### src/rtl/code_entry.sv
// Secret-code entry for a two-player code-breaking game: the chosen setter
// presses their enter button to store four colour digits, then the code locks.
module code_entry #(
  parameter int DIGIT_W   = 3,
  parameter int MAX_COLOR = 5
) (
  input  logic                 clk,
  input  logic                 reset,
  input  logic                 take_code,
  input  logic                 active_p,
  input  logic                 enterA,
  input  logic                 enterB,
  input  logic [DIGIT_W-1:0]   digit,
  output logic [4*DIGIT_W-1:0] code,
  output logic [1:0]           digit_idx,
  output logic                 code_valid,
  output logic                 guesser,
  output logic                 err,
  output logic [1:0]           state_dbg
);

  // state_dbg encoding: 0 = IDLE, 1 = ENTER, 2 = LOCKED
  typedef enum logic [1:0] {
    IDLE   = 2'd0,
    ENTER  = 2'd1,
    LOCKED = 2'd2
  } state_t;

  localparam logic [DIGIT_W:0] MAX_EXT = (DIGIT_W+1)'(MAX_COLOR);

  state_t                 state, state_n;
  logic                   setter, setter_n;
  logic [4*DIGIT_W-1:0]   code_n;
  logic [1:0]             idx_n;
  logic                   err_n;
  logic                   a_q, b_q;
  logic                   a_press, b_press, counted, digit_ok;

  // Rising-edge detect: a held button only counts on its first high sample.
  assign a_press  = enterA & ~a_q;
  assign b_press  = enterB & ~b_q;
  assign counted  = setter ? a_press : b_press;
  assign digit_ok = ({1'b0, digit} <= MAX_EXT);

  always_comb begin
    state_n  = state;
    setter_n = setter;
    code_n   = code;
    idx_n    = digit_idx;
    err_n    = 1'b0;
    case (state)
      IDLE: begin
        if (take_code) begin
          state_n  = ENTER;
          setter_n = active_p;
          code_n   = '0;
          idx_n    = 2'd0;
        end
      end
      ENTER: begin
        if (!take_code) begin
          state_n = IDLE;
          code_n  = '0;
          idx_n   = 2'd0;
        end else if (counted) begin
          if (digit_ok) begin
            // Digit 0 lands in the most significant field.
            for (int i = 0; i < 4; i++) begin
              if (digit_idx == 2'(i)) code_n[(3-i)*DIGIT_W +: DIGIT_W] = digit;
            end
            idx_n = digit_idx + 2'd1;
            if (digit_idx == 2'd3) state_n = LOCKED;
          end else begin
            err_n = 1'b1;
          end
        end
      end
      LOCKED: begin
      end
      default: state_n = IDLE;
    endcase
  end

  always_ff @(posedge clk or posedge reset) begin
    if (reset) begin
      state     <= IDLE;
      setter    <= 1'b0;
      code      <= '0;
      digit_idx <= 2'd0;
      err       <= 1'b0;
      a_q       <= 1'b0;
      b_q       <= 1'b0;
    end else begin
      state     <= state_n;
      setter    <= setter_n;
      code      <= code_n;
      digit_idx <= idx_n;
      err       <= err_n;
      a_q       <= enterA;
      b_q       <= enterB;
    end
  end

  assign code_valid = (state == LOCKED);
  assign guesser    = (state == LOCKED) & ~setter;
  assign state_dbg  = state;

endmodule

### config.mk
export PLATFORM = sky130hd
export DESIGN_NAME = code_entry
export DESIGN_NICKNAME = d
export VERILOG_FILES = /design/src/rtl/code_entry.sv
export SDC_FILE = /design/constraint.sdc
export NUM_CORES = 1
export LEC_CHECK = 0
export ABC_CLOCK_PERIOD_IN_PS = 3950
export BUFFER_PORTS_ARGS = -buffer_cell sky130_fd_sc_hd__buf_2
export CAP_MARGIN = 20
export CORE_MARGIN = 2
export CORE_UTILIZATION = 48
export CTS_BUF_LIST = sky130_fd_sc_hd__clkbuf_8 sky130_fd_sc_hd__clkbuf_16
export CTS_CLUSTER_DIAMETER = 60
export DETAILED_ROUTE_END_ITERATION = 8
export PLACE_DENSITY = 0.74
export SLEW_MARGIN = 10
export SYNTH_ARGS = -nofsm -noshare
export SYNTH_HDL_FRONTEND = slang
export SYNTH_SLANG_ARGS = --single-unit
### constraint.sdc
create_clock -name clk -period 3.95 [get_ports clk]
set_clock_uncertainty 0.15 [all_clocks]
set_input_delay 0.1975 -clock clk [delete_from_list [all_inputs] [get_ports clk]]
set_output_delay 0.1975 -clock clk [all_outputs]
set_load 0.01 [all_outputs]
==> results.py <==
metrics = {
    "status": {
        "status": "completed",
    },
    "route": {
        "drc": 0,
        "dr.pass1.iters": 4,
        "via_count": 879,
        "antenna_left": 0,
        "wire_per_inst_um": 16.1,
        "drt_wl_total_um": 2420,
        "viasPerCell": 5.86,
        "dr.first_iter.drc_count": 29,
    },
    "sta": {
        "fin_crit_ps": 1920,
        "finalSetupViolCount": 0,
        "fmax_mhz": 521,
        "final_hold_viol_count": 0,
        "rsz0062_at_grt": "false",
        "timing.setup.tns_ps": 0,
        "max_slew_margin": 0.486,
        "layout_setup_ws_ps": 2030,
        "tightest_slew_ps": 766,
        "drv_slew": 0,
        "min_period_over_period": 0.485,
        "worst_hold_slack_ps": 39.0,
    },
    "layout": {
        "nets": 137,
        "antenna_cells": 0,
        "postLayoutCoreUtil": 0.634,
        "finalInstanceArea_um2": 1270,
        "synthToLayoutAreaGrowth_pct": 21.3,
        "layout-drive-gt1-share": 0.309,
        "fin_cells": 150,
    },
    "setup_path": {
        "cp-start-kind": "primary input",
        "critPathMaxFanout": 11,
        "r2r_slack_ps": 2110,
        "critical_path.endpoint_type": "flip-flop",
        "required_ps": 3980,
        "criticalPathCategory": "in2reg",
        "arrival_ps": 1950,
    },
    "clock_network": {
        "clk_pin_slew_worst_paths_ps": 80,
        "insertion_delay_ps": 260,
        "clk_path_buf_depth": 2,
        "cts_max_level": 1,
        "cts-buffers-inserted": 3,
        "root_buffer": "clkbuf_8",
        "tritoncts": "done",
        "cts.sinks": 20,
        "cts_hold_buf": 3,
        "cts_setup_buffers": 0,
        "ctsResizeCount": 0,
    },
    "synth": {
        "ys_types": 29,
        "syn_inst": 96,
        "synth-warning-count": 0,
        "syn-num-nets": 109,
        "synth_seq_cells": 20,
        "avgSynthCellArea_um2": 10.9,
        "ys_seq_area_frac": 0.478,
        "synth.cell_area_um2": 1050,
    },
    "place": {
        "post-place-ws_ps": 2190,
        "io_buffers": 27,
        "place_hpwl_um": 1610,
        "dpl.cell_count": 143,
        "gp_congestion": 0.883,
        "dpl-instance-area_um2": 1170,
    },
    "global_route": {
        "grt_first_pass_wirelength_um": 4080,
        "antenna_found_initial": 0,
        "grt_overflow_total": 0,
        "grt_usage": 0.215,
        "grt_max_degree": 21,
        "grt_pass1_vias": 863,
    },
    "floorplanning": {
        "io_pins": 28,
        "dieArea_um2": 2570,
        "fp.coreArea_um2": 2000,
        "floorplan.rows": 16,
        "start_util": 0.523,
        "die_y_um": 50.7,
        "die_w_um": 50.7,
    },
    "worst_hold_path": {
        "hp-class": "in2reg",
    },
    "power_and_ir_drop": {
        "p_leak_nw": 0.620,
        "power_uw": 467,
        "peakVddDrop_mv": 0.232,
        "p_per_area_nw_per_um2": 368,
    },
    "flow_run": {
        "drv_cap": 0,
    },
}
-- layer usage --
layer  vias to the layer above  track usage  routed length (µm)
li1                        410            -                   -
met1                       432        0.282                1080
met2                        33        0.351                1130
met3                         4       0.0327                 163
met4                         0       0.0946                  42
met5                         -            0                   0
-- cell usage after synthesis (all sizes together) --
library cell | number | area (µm²)
a31oi | 1 | 6.26
and2b | 1 | 7.51
and3b | 1 | 12.5
and4b | 1 | 10.0
buf | 5 | 40.0
clkbuf | 2 | 7.51
dfrtp | 20 | 500
ha | 4 | 50.1
inv | 4 | 15.0
mux2 | 1 | 11.3
mux2i | 6 | 60.1
nand2 | 4 | 15.0
nand2b | 1 | 6.26
nand3 | 5 | 25.0
nor2 | 3 | 11.3
nor3b | 2 | 20.0
nor4bb | 1 | 10.0
o2111a | 3 | 37.5
o2111ai | 1 | 15.0
o211ai | 7 | 52.6
o21a | 1 | 7.51
o21ai | 13 | 65.1
o21bai | 1 | 7.51
o22ai | 6 | 37.5
or2b | 1 | 7.51
xnor2 | 1 | 8.76
-- registers in the layout (all words and copies together), names as in the netlist --
name,count
setter,1
err,1
digit_idx,2
a_q,1
state_dbg,2
code,12
b_q,1
-- area by class of cell --
class	instances	area, µm²
fill	176	732
clock inverter	1	30.0
multi-input combinational	65	484
sequential	20	500
inverter	4	15.0
clock buffer	3	41.3
timing repair buffer	30	165
tap	27	33.8
-- logic make-up (layout without fill, tap and decap cells) --
kind of cell | Yosys count | in the layout | synth area share
compound gates | 33 | 33 | 0.219
xor+xnor | 1 | 1 | 0.00836
fa+ha+maj | 4 | 4 | 0.0478
buf+inv | 11 | 38 | 0.0597
flops | 20 | 20 | 0.478
mux | 7 | 7 | 0.0681
simple gates | 20 | 20 | 0.119
-- worst max-delay path: stages --
cell and delay [ps]:
dlygate4sd3_1 520, buf_2 100, nor3b_2 610, o2111a_2 320, mux2i_1 200
-- path summary, 6_finish.rpt --
path                               from      endpoint  cells after the start
hold reg to reg                 code[9]       code[9]                      2
setup / recovery                 enterB       code[4]                      5
max in group asynchronous         reset  digit_idx[0]                      3
setup reg to reg           state_dbg[0]       code[0]                      3
hold / removal                 active_p        setter                      2
min in group asynchronous         reset       code[9]                      3
-- cell usage in the layout, fill, tap and decap left out, types with 3 or more instances in the layout --
cell / n
nand2_1: 4
clkbuf_8: 3
nor2_1: 3
buf_2: 27
dlygate4sd3_1: 3
nand3_1: 5
o2111a_2: 3
inv_1: 4
dfrtp_1: 20
o21ai_0: 13
mux2i_1: 6
ha_1: 4
o211ai_1: 7
o22ai_1: 6
-- power breakdown --
part           internal (mW)  leakage (nW)  switching (mW)
clock                  0.135        0.0357          0.0700
sequential             0.210         0.270         0.00690
combinational         0.0174         0.315          0.0279
total                  0.362         0.620           0.105
Power figures use the tool's default switching activity.
